<file path="src/rtl/pipe_stage_reg_if.sv">
// Handshake bundle between an upstream producer, the pipe_stage_reg skid stage
// and its downstream consumer. The stage uses the slave view.
interface pipe_stage_reg_if #(
    parameter int unsigned DATA_W = 32,
    parameter int unsigned PC_W   = 32
);
    logic              in_valid;
    logic              in_ready;
    logic [DATA_W-1:0] in_instr;
    logic [PC_W-1:0]   in_pc;
    logic              flush;
    logic              out_valid;
    logic              out_ready;
    logic [DATA_W-1:0] out_instr;
    logic [PC_W-1:0]   out_pc;

    modport master (
        output in_valid, in_instr, in_pc, flush, out_ready,
        input  in_ready, out_valid, out_instr, out_pc
    );

    modport slave (
        input  in_valid, in_instr, in_pc, flush, out_ready,
        output in_ready, out_valid, out_instr, out_pc
    );
endinterface

</file>
<file path="src/rtl/pipe_stage_reg.sv">
// Two-entry in-order skid buffer between IF and ID, with registered in_ready,
// flush support and saturating stall/bubble statistics counters.
module pipe_stage_reg #(
    parameter int unsigned          DATA_W = 32,
    parameter int unsigned          PC_W   = 32,
    parameter logic [DATA_W-1:0]    BUBBLE = '0,
    parameter int unsigned          CNT_W  = 16
) (
    input  logic             clk,
    input  logic             reset,
    pipe_stage_reg_if.slave  bus,
    output logic [CNT_W-1:0] stall_cnt,
    output logic [CNT_W-1:0] bubble_cnt
);

    typedef enum logic [1:0] {
        EMPTY = 2'd0,
        HALF  = 2'd1,
        FULL  = 2'd2
    } state_e;

    state_e            state_q, state_d;
    logic [DATA_W-1:0] main_instr_q, main_instr_d;
    logic [PC_W-1:0]   main_pc_q, main_pc_d;
    logic [DATA_W-1:0] skid_instr_q, skid_instr_d;
    logic [PC_W-1:0]   skid_pc_q, skid_pc_d;
    logic              in_ready_q, in_ready_d;
    logic [CNT_W-1:0]  stall_cnt_q, stall_cnt_d;
    logic [CNT_W-1:0]  bubble_cnt_q, bubble_cnt_d;

    logic out_valid;
    logic in_xfer;
    logic out_xfer;

    always_comb begin
        out_valid = (state_q != EMPTY);
        in_xfer   = bus.in_valid & in_ready_q;
        out_xfer  = out_valid & bus.out_ready;
    end

    always_comb begin
        state_d      = state_q;
        main_instr_d = main_instr_q;
        main_pc_d    = main_pc_q;
        skid_instr_d = skid_instr_q;
        skid_pc_d    = skid_pc_q;

        unique case (state_q)
            EMPTY: begin
                if (in_xfer) begin
                    state_d      = HALF;
                    main_instr_d = bus.in_instr;
                    main_pc_d    = bus.in_pc;
                end
            end
            HALF: begin
                unique case ({in_xfer, out_xfer})
                    2'b11: begin
                        main_instr_d = bus.in_instr;
                        main_pc_d    = bus.in_pc;
                    end
                    2'b10: begin
                        state_d      = FULL;
                        skid_instr_d = bus.in_instr;
                        skid_pc_d    = bus.in_pc;
                    end
                    2'b01:   state_d = EMPTY;
                    default: state_d = HALF;
                endcase
            end
            FULL: begin
                if (out_xfer) begin
                    state_d      = HALF;
                    main_instr_d = skid_instr_q;
                    main_pc_d    = skid_pc_q;
                end
            end
            default: state_d = EMPTY;
        endcase

        // Flush wins over every transfer; data registers keep their old
        // contents so out_pc still shows the last head entry while empty.
        if (bus.flush) begin
            state_d      = EMPTY;
            main_instr_d = main_instr_q;
            main_pc_d    = main_pc_q;
            skid_instr_d = skid_instr_q;
            skid_pc_d    = skid_pc_q;
        end

        in_ready_d = (state_d != FULL);
    end

    always_comb begin
        stall_cnt_d  = stall_cnt_q;
        bubble_cnt_d = bubble_cnt_q;
        if (out_valid && !bus.out_ready && (stall_cnt_q != '1)) begin
            stall_cnt_d = stall_cnt_q + CNT_W'(1);
        end
        if (!out_valid && (bubble_cnt_q != '1)) begin
            bubble_cnt_d = bubble_cnt_q + CNT_W'(1);
        end
    end

    always_ff @(posedge clk) begin
        if (reset) begin
            state_q      <= EMPTY;
            main_instr_q <= '0;
            main_pc_q    <= '0;
            skid_instr_q <= '0;
            skid_pc_q    <= '0;
            in_ready_q   <= 1'b1;
            stall_cnt_q  <= '0;
            bubble_cnt_q <= '0;
        end else begin
            state_q      <= state_d;
            main_instr_q <= main_instr_d;
            main_pc_q    <= main_pc_d;
            skid_instr_q <= skid_instr_d;
            skid_pc_q    <= skid_pc_d;
            in_ready_q   <= in_ready_d;
            stall_cnt_q  <= stall_cnt_d;
            bubble_cnt_q <= bubble_cnt_d;
        end
    end

    assign bus.in_ready  = in_ready_q;
    assign bus.out_valid = out_valid;
    assign bus.out_instr = out_valid ? main_instr_q : BUBBLE;
    assign bus.out_pc    = main_pc_q;
    assign stall_cnt     = stall_cnt_q;
    assign bubble_cnt    = bubble_cnt_q;

endmodule

</file>
<file path="src/flat_wrapper.sv">
// flat-port wrapper written by rule: the top's interface ports become plain ports
module pipe_stage_reg_flat 
#(
    parameter int unsigned          DATA_W = 32,
    parameter int unsigned          PC_W   = 32,
    parameter logic [DATA_W-1:0]    BUBBLE = '0,
    parameter int unsigned          CNT_W  = 16
)
  (clk, reset, stall_cnt, bubble_cnt, bus_in_valid, bus_in_instr, bus_in_pc, bus_flush, bus_out_ready, bus_in_ready, bus_out_valid, bus_out_instr, bus_out_pc);
  pipe_stage_reg_if #(.DATA_W(DATA_W), .PC_W(PC_W)) bus_i ();
  input  logic clk;
  input  logic reset;
  output logic [CNT_W-1:0] stall_cnt;
  output logic [CNT_W-1:0] bubble_cnt;
  input wire logic [$bits(bus_i.in_valid)-1:0] bus_in_valid;
  input wire logic [$bits(bus_i.in_instr)-1:0] bus_in_instr;
  input wire logic [$bits(bus_i.in_pc)-1:0] bus_in_pc;
  input wire logic [$bits(bus_i.flush)-1:0] bus_flush;
  input wire logic [$bits(bus_i.out_ready)-1:0] bus_out_ready;
  output wire logic [$bits(bus_i.in_ready)-1:0] bus_in_ready;
  output wire logic [$bits(bus_i.out_valid)-1:0] bus_out_valid;
  output wire logic [$bits(bus_i.out_instr)-1:0] bus_out_instr;
  output wire logic [$bits(bus_i.out_pc)-1:0] bus_out_pc;
  assign bus_i.in_valid = bus_in_valid;
  assign bus_i.in_instr = bus_in_instr;
  assign bus_i.in_pc = bus_in_pc;
  assign bus_i.flush = bus_flush;
  assign bus_i.out_ready = bus_out_ready;
  assign bus_in_ready = bus_i.in_ready;
  assign bus_out_valid = bus_i.out_valid;
  assign bus_out_instr = bus_i.out_instr;
  assign bus_out_pc = bus_i.out_pc;
  pipe_stage_reg #(.DATA_W(DATA_W), .PC_W(PC_W), .BUBBLE(BUBBLE), .CNT_W(CNT_W)) u_core (.clk(clk), .reset(reset), .bus(bus_i), .stall_cnt(stall_cnt), .bubble_cnt(bubble_cnt));
endmodule
</file>
<file path="config.mk">
export PLATFORM = sky130hd
export DESIGN_NAME = pipe_stage_reg_flat
export DESIGN_NICKNAME = d
export VERILOG_FILES = /design/src/rtl/pipe_stage_reg_if.sv /design/src/rtl/pipe_stage_reg.sv /design/src/flat_wrapper.sv
export SDC_FILE = /design/constraint.sdc
export NUM_CORES = 1
export LEC_CHECK = 0
export ABC_AREA = 1
export ABC_CLOCK_PERIOD_IN_PS = 3980
export CORE_MARGIN = 5
export CORE_UTILIZATION = 40
export CTS_CLUSTER_SIZE = 14
export DETAILED_ROUTE_END_ITERATION = 8
export PLACE_DENSITY = 0.66
export SYNTH_ARGS = -nofsm -noshare
export SYNTH_HDL_FRONTEND = slang
export SYNTH_SLANG_ARGS = --single-unit
</file>
<file path="constraint.sdc">
create_clock -name clk -period 3.98 [get_ports clk]
set_input_delay 0.597 -clock clk [delete_from_list [all_inputs] [get_ports clk]]
set_output_delay 0.597 -clock clk [all_outputs]
set_load 0.02 [all_outputs]
</file>
After elaboration in Yosys (flattened, before gate mapping)

Cells that the tools add are included.

Register bits: 163
Input bits: 69
Output and inout bits: 98
Word-level logic and storage cells: 48

Add/sub/neg operators: 2
Equality and inequality tests: 11
Muxes and demuxes: 14
Bitwise gates (word level): 3
Reductions and logical operators: 10

Operators by type and width:

| kind                                                 | count |
|---|---|
| two-way mux 32 bit                                   | 7 |
| case mux 32 bit (3 select lines)                     | 2 |
| adder 16 x 1 -> 16 bit (second input constant)       | 2 |
| != test 16 bit (second input constant)               | 2 |
| case mux 2 bit (3 select lines)                      | 2 |
| equality test 2 bit (second input constant)          | 3 |
| two-way mux 2 bit                                    | 3 |
| AND reduction 5 bit                                  | 1 |
| equality test 2 x 1 -> 1 bit (second input constant) | 2 |
| != test 2 x 1 -> 1 bit (second input constant)       | 2 |
| != test 2 bit (second input constant)                | 2 |
| logical AND 1 bit                                    | 3 |
| AND reduction 3 bit                                  | 1 |
| nonzero test 3 bit                                   | 1 |
| AND 1 bit                                            | 2 |
| zero test 1 bit                                      | 2 |
| zero test 2 bit                                      | 1 |
| nonzero test 2 bit                                   | 1 |
| NOT 1 bit                                            | 1 |

Logic depth before layout (Yosys ltp)

Gate-level depths: netlist of the first run.

Word-level depth: 7
Depth in mapped cells: 9
Depth with buffers taken out: 9

Worst setup path after synthesis of the first run

OpenSTA, ideal clock, no wires.

Path type: flip-flop to flip-flop
Start: reg u_core.bubble_cnt_q[0], in the netlist u_core.bubble_cnt[0]
End: reg u_core.bubble_cnt_q[10], in the netlist u_core.bubble_cnt[10]
Setup time: 0.132 ns
Data arrival time: 1.568 ns
Data required time: 3.848 ns
Setup slack: 2.279 ns
Stages on the path, launching flop included: 10
Buffers on the path: 1
Clock period less this slack: 1.701 ns
Cells stage by stage: dfxtp_1 ha_1 nand2_1 nor2_1 nand2_1 nor2_1 nor2_4 buf_2 nand2_1 a21oi_1

Longest elaborated chain between the ends: 2
Elaborated cells on any way between the ends: 3
Classes of those cells: add/sub: 1; eq/ne: 1; reduce/logical: 1

RTL lines:

| what                                                           | RTL line              | RTL |
|---|---|---|
| from (decl)                                                    | pipe_stage_reg.sv:29  | `logic [CNT_W-1:0] bubble_cnt_q, bubble_cnt_d;` |
| from (signal assigned)                                         | pipe_stage_reg.sv:123 | `bubble_cnt_q <= bubble_cnt_d;` |
| branches (longest 2 deep; another with adder 16 x 1 -> 16 bit) | --                    |  |

Parallel ways; which one is timed is not known.
A chain may end at the register's enable or synchronous reset.

Worst setup path after layout of the first run

Start: reg u_core.state_q[1]
End: out bus_out_instr[8]

Longest elaborated chain between the ends: 2

RTL lines:

| what                   | RTL line              | RTL |
|---|---|---|
| from (decl)            | pipe_stage_reg.sv:22  | `state_e state_q, state_d;` |
| from (signal assigned) | pipe_stage_reg.sv:116 | `state_q <= state_d;` |
| nonzero test 2 bit     | pipe_stage_reg.sv:36  | `out_valid = (state_q != EMPTY);` |
| two-way mux 32 bit     | pipe_stage_reg.sv:129 | `assign bus.out_instr = out_valid ? main_instr_q : BUBBLE;` |
| to (decl)              | flat_wrapper.sv:22    | `output wire logic [$bits(bus_i.out_instr)-1:0] bus_out_instr;` |

No other way between the ends.

==> results of run 1 <==
[per-stage QoR]
stage               utilization [%]  cell area [um^2]  worst slack [ns]  total power [mW]  cells
finish                         53.6              9570              1.28              3.80   1409
global route                   53.6              9570              1.18              3.98   1409
CTS                            53.6              9570              1.24              3.86   1409
detailed placement             50.2              8960              1.29              2.15   1377
global placement               50.2              8960              1.31              2.15   1377
floorplan                         -              7220              2.28              1.97   1040
[worst min-delay path, delay by kind of cell (launching register included)]
family | cells | cell delay, ns
AOI/OAI and AO/OA | 1 | 0.05
buffers and inverters | 1 | 0.05
DFF | 1 | 0.30
[cell type report]
class | count | area, um^2
Tap cell | 229 | 287
Clock inverter | 14 | 179
Clock buffer | 18 | 429
Fill cell | 1768 | 8270
Sequential cell | 163 | 3260
Inverter | 157 | 591
Timing Repair Buffer | 175 | 1730
Multi-Input combinational cell | 653 | 3090
[worst paths after layout]
path	endpoint	slack, ns	cells after the start
worst max-delay path	bus_out_instr[8]	1.28	4
worst min-delay path	u_core.skid_instr_q[2]	0.44	2
worst max register to register	u_core.bubble_cnt[6]	1.89	7
worst min register to register	u_core.skid_instr_q[2]	0.44	2
[power breakdown]
group          leakage [nW]  internal [mW]  switching (mW)
clock network         0.281          0.996           0.690
registers              1.33           1.69          0.0266
logic                  1.95          0.183           0.215
total                  3.55           2.87           0.931
[state kept, by name, summed over array words and instances, names as in the netlist]
name / flops
u_core.skid_instr_q: 32
u_core.main_instr_q: 32
u_core.bus.in_ready: 1
u_core.state_q: 2
u_core.stall_cnt: 16
u_core.skid_pc_q: 32
u_core.bus.out_pc: 32
u_core.bubble_cnt: 16
[metal layers]
metal  global-route usage (%)  up-vias  wire, um
li1                         -     3595         -
met1                     23.4     2939      8550
met2                     27.1      131      8020
met3                     4.60       14      1110
met4                     4.81        2       208
met5                        0        -        13
[synth_stat cells, drive strengths merged]
cell type / instances
nor2: 82
a21oi: 154
nand3: 21
inv: 157
xnor2: 4
buf: 31
dfxtp: 163
nor3b: 1
nand4: 13
xor2: 8
clkbuf: 36
o21ai: 197
nand2: 169
nor3: 2
ha: 2
[kinds of logic (layout without fill, tap and decap cells)]
group	Yosys count	after routing	share of synthesized area, %
AO/OA/AOI/OAI	351	351	24.3
XOR/XNOR	12	12	1.46
adder cells (fa/ha/maj)	2	2	0.347
buffers and inverters	224	364	12.4
flip-flops	163	163	45.2
AND/OR/NAND/NOR	288	288	16.3
==> results.json, run 1 <==
{
  "antenna_found_initial": 1,
  "drtAntennaViolNets": 0,
  "firstDrtPassIters": 5,
  "vias": 6681,
  "die_w_um": 144,
  "cts_root_buf": "clkbuf_16",
  "path_clk_slew_ns": 0.06,
  "p_leak_nw": 3.55,
  "peakVddDrop_v": 0.000321,
  "core_area_um2": 17800,
  "io_pins": 167,
  "yosysWarnings": 0,
  "cts_resized": 0,
  "synthesis.nets": 1111,
  "maxSlewViolCount": 0,
  "layout_commonest_cell": "nand2_1",
  "final.min_clock_period_ns": 2.70,
  "holdCritPathClass": "reg -> reg",
  "routed_wl_um": 17900,
  "fmax_mhz": 370,
  "drv_cap": 0,
  "gp_congestion": 0.793,
  "initial_utilization_pct": 40.5,
  "worstReg2RegStart": "u_core.bubble_cnt[0]",
  "worst_pin_slew_ns": 1.19,
  "fp.dieH_um": 144,
  "status": "finished clean",
  "worstPathArrival_ns": 2.11,
  "clock_path_buffers": 2,
  "post_cts_buffers": 0,
  "crit_required_ns": 3.38,
  "holdCritStartpoint": "u_core.skid_instr_q[2]",
  "worstPathCellList": "nor2_4, buf_4, nor2_1, clkdlybuf4s50_1",
  "fin_skew_ns": 0.00725,
  "cts_tree": "yes",
  "grt_max_degree": 130,
  "drive_gt1_share_pct": 4.32,
  "port-buffer-count": 166,
  "fp-row-count": 49,
  "drc": 0,
  "setup_violations": 0,
  "crit_family": "buffers and inverters",
  "htreeDepth": 4,
  "wire_per_inst_um": 12.7,
  "syn_area_um2": 7220,
  "fin_nets": 1238,
  "dp_hpwl_um": 11900,
  "slew_headroom_pct": 20.8,
  "grt_first_pass_wirelength_um": 29100,
  "antennaDiodeCount": 0,
  "critical_path.max_stage_delay_ns": 0.64,
  "clock_sinks": 163,
  "crit_path_start": "u_core.state_q[1]",
  "crit_slowest_cell": "clkdlybuf4s50_1",
  "tns_ns": 0,
  "critical_path.max_fanout": 36,
  "grt-ovfl-total": 0,
  "start_kind": "flip-flop",
  "synth_seq_area_share_pct": 45.2,
  "fp.dieArea_um2": 20800,
  "grt_pass1_vias": 5963,
  "ys_seq_elements": 163,
  "postSynthAreaPerCell_um2": 6.94,
  "track_usage_pct": 17.2,
  "critPathCaptureType": "output pin",
  "clock_latency_ns": 0.42,
  "holdWs_ns": 0.444,
  "synthTopCellsByArea": "dfxtp_1 45%, a21oi_1 11%, nand2_1 8.8%",
  "via_per_inst": 4.74,
  "crit_buf_inv": 2,
  "period_share_pct": 68.0,
  "drt_iter0_markers": 322,
  "netlist_instances": 1040,
  "synth_top_cell_area_share_pct": 45.2,
  "rsz0062_at_grt": "false",
  "cts_hold_buf": 0,
  "ys_types": 20,
  "numCtsBuffers": 17,
  "path_class": "reg -> out",
  "final_cell_mix": "167 x nand2_1, 166 x clkdlybuf4s50_1, 163 x dfxtp_1",
  "p_per_area_nw_per_um2": 397,
  "area_growth_pct": 32.5,
  "yosysTopAreaCell": "dfxtp_1",
  "hold_viol": 0
}
Note: power is estimated with default switching activity, not from simulation.
==> run 2: changes to the inputs <==
- ABC_CLOCK_PERIOD_IN_PS: 3980 -> 2400
- PLACE_DENSITY: 0.66 -> 0.69
- clock period: 3.98 -> 2.4 ns (I/O delays scaled with it)
==> results.json, run 2 (synthesized netlist as in run 1, its figures left out) <==
{
  "cts_tree": "yes",
  "min_to": "u_core.skid_instr_q[10]",
  "cts_hold_buf": 0,
  "wire_per_inst_um": 12.7,
  "seqPwrFrac_pct": 46.3,
  "whs_path_depth": 2,
  "path_clk_slew_ns": 0.06,
  "reg2reg_depth": 6,
  "fp-row-count": 49,
  "clock_path_buffers": 2,
  "drv_cap": 0,
  "peakVddDrop_v": 0.000456,
  "rsz0062_at_grt": "false",
  "drive_gt1_share_pct": 4.31,
  "start_kind": "flip-flop",
  "dp_hpwl_um": 12100,
  "fin_skew_ns": 0.00867,
  "worst_pin_slew_ns": 0.526,
  "drt_iter0_markers": 434,
  "drtAntennaViolNets": 0,
  "htreeDepth": 4,
  "io_pins": 167,
  "path_class": "reg -> out",
  "final_core_util_pct": 54.0,
  "fin_ws_ns": 0.100,
  "post-place-cells": 1380,
  "post_cts_buffers": 0,
  "final.min_clock_period_ns": 2.30,
  "area_growth_pct": 33.5,
  "grt_pass1_vias": 5951,
  "final_cell_mix": "167 x nand2_1, 165 x clkdlybuf4s50_1, 162 x dfxtp_1",
  "fmax_mhz": 435,
  "layoutNonFillerInstCount": 1412,
  "worstReg2RegStart": "u_core.state_q[0]",
  "hold_viol": 0,
  "tns_ns": 0,
  "track_usage_pct": 17.1,
  "worstPathArrival_ns": 1.94,
  "setup_violations": 0,
  "grt-ovfl-total": 0,
  "crit_family": "buffers and inverters",
  "maxSlewViolCount": 0,
  "routed_wl_um": 17900,
  "p_leak_nw": 3.61,
  "period_share_pct": 95.8,
  "p_int_mw": 4.68,
  "crit_required_ns": 2.04,
  "port-buffer-count": 166,
  "r2r_setup_slack_ns": 0.65,
  "sw_frac_of_total_pct": 24.0,
  "power_frac_clock_pct": 42.8,
  "critPathCaptureType": "output pin",
  "gp_congestion": 0.789,
  "critical_path.max_stage_delay_ns": 0.63,
  "clock_sinks": 163,
  "fp.dieH_um": 144,
  "slew_headroom_pct": 64.9,
  "power_frac_comb_pct": 10.9,
  "antenna_found_initial": 0,
  "antennaDiodeCount": 0,
  "clock_latency_ns": 0.41,
  "cts_root_buf": "clkbuf_16",
  "p_per_area_nw_per_um2": 639,
  "numCtsBuffers": 17,
  "firstDrtPassIters": 5,
  "crit_buf_inv": 2,
  "die_w_um": 144,
  "core_area_um2": 17800,
  "holdCritPathClass": "reg -> reg",
  "grt_first_pass_wirelength_um": 29100,
  "via_per_inst": 4.79,
  "preCtsSetupSlack_ns": 0.317,
  "crit_slowest_cell": "clkdlybuf4s50_1",
  "status": "finished clean",
  "drc": 0,
  "fin_nets": 1241,
  "vias": 6764,
  "initial_utilization_pct": 40.5,
  "p_switching_mw": 1.48,
  "worstPathCellList": "nor2_4, buf_12, nor2_1, clkdlybuf4s50_1",
  "holdWs_ns": 0.443,
  "layout_commonest_cell": "nand2_1",
  "rr_endpoint": "u_core.skid_instr_q[14]",
  "critical_path.max_fanout": 30,
  "fp.dieArea_um2": 20800,
  "holdCritStartpoint": "u_core.skid_instr_q[10]",
  "grt_max_degree": 129
}
[run 2: worst max-delay path by stage]
stage / from / to / slack [ns] / depth (start not counted)
after floorplan: u_core.bubble_cnt[0] / u_core.bubble_cnt[10] / 0.70 / 9
after global placement: bus_in_valid / u_core.skid_instr_q[24] / 0.42 / 7
after detailed placement: bus_in_valid / u_core.skid_instr_q[14] / 0.32 / 7
after CTS: u_core.state_q[0] / bus_out_instr[8] / 0.07 / 4
after global routing: u_core.state_q[0] / bus_out_instr[12] / 0.001 / 4
final: u_core.state_q[0] / bus_out_instr[24] / 0.10 / 4
[run 2: area by class of cell]
type | instances | area (um^2)
timing repair buffer | 178 | 1840
tap | 229 | 287
multi-input combinational | 653 | 3090
clock buffer | 23 | 458
inverter | 157 | 591
clock inverter | 9 | 106
fill | 1720 | 8200
sequential | 163 | 3260
[run 2: metal layers]
metal | wire length, um | GRT usage, % | vias to the layer above
li1 | - | - | 3605
met1 | 8380 | 22.8 | 3007
met2 | 8260 | 27.5 | 135
met3 | 1060 | 4.99 | 17
met4 | 228 | 4.03 | 0
met5 | 0 | 0 | -
[run 2: through the flow]
| stage | area (um^2) | power [mW] |
|---|---|---|
| after global placement | 9070 | 3.57 |
| after floorplan | 7220 | 3.27 |
| after detailed placement | 9070 | 3.59 |
| after global routing | 9640 | 6.44 |
| final | 9640 | 6.16 |
| after CTS | 9640 | 6.24 |
[run 2: power groups by stage]
stage                     sequential, mW  clock (mW)  combinational (mW)
final                               2.85        2.63               0.674
after detailed placement            2.91           0               0.677
after global placement              2.91           0               0.668
after CTS                           2.85        2.71               0.681
after global routing                2.86        2.83               0.751
after floorplan                     2.96           0               0.310
[run 2: timing repair]
action	4_1_cts	5_1_grt
gates cloned	0	0
resized for setup	1	1
endpoints found under the hold margin	0	0
endpoints found under the setup margin	5	1
[run 2: tightest hold or removal path, cell delays in order (launching register included)]
cell and delay (ns):
dfxtp_1 0.30, inv_1 0.05, a21oi_1 0.05
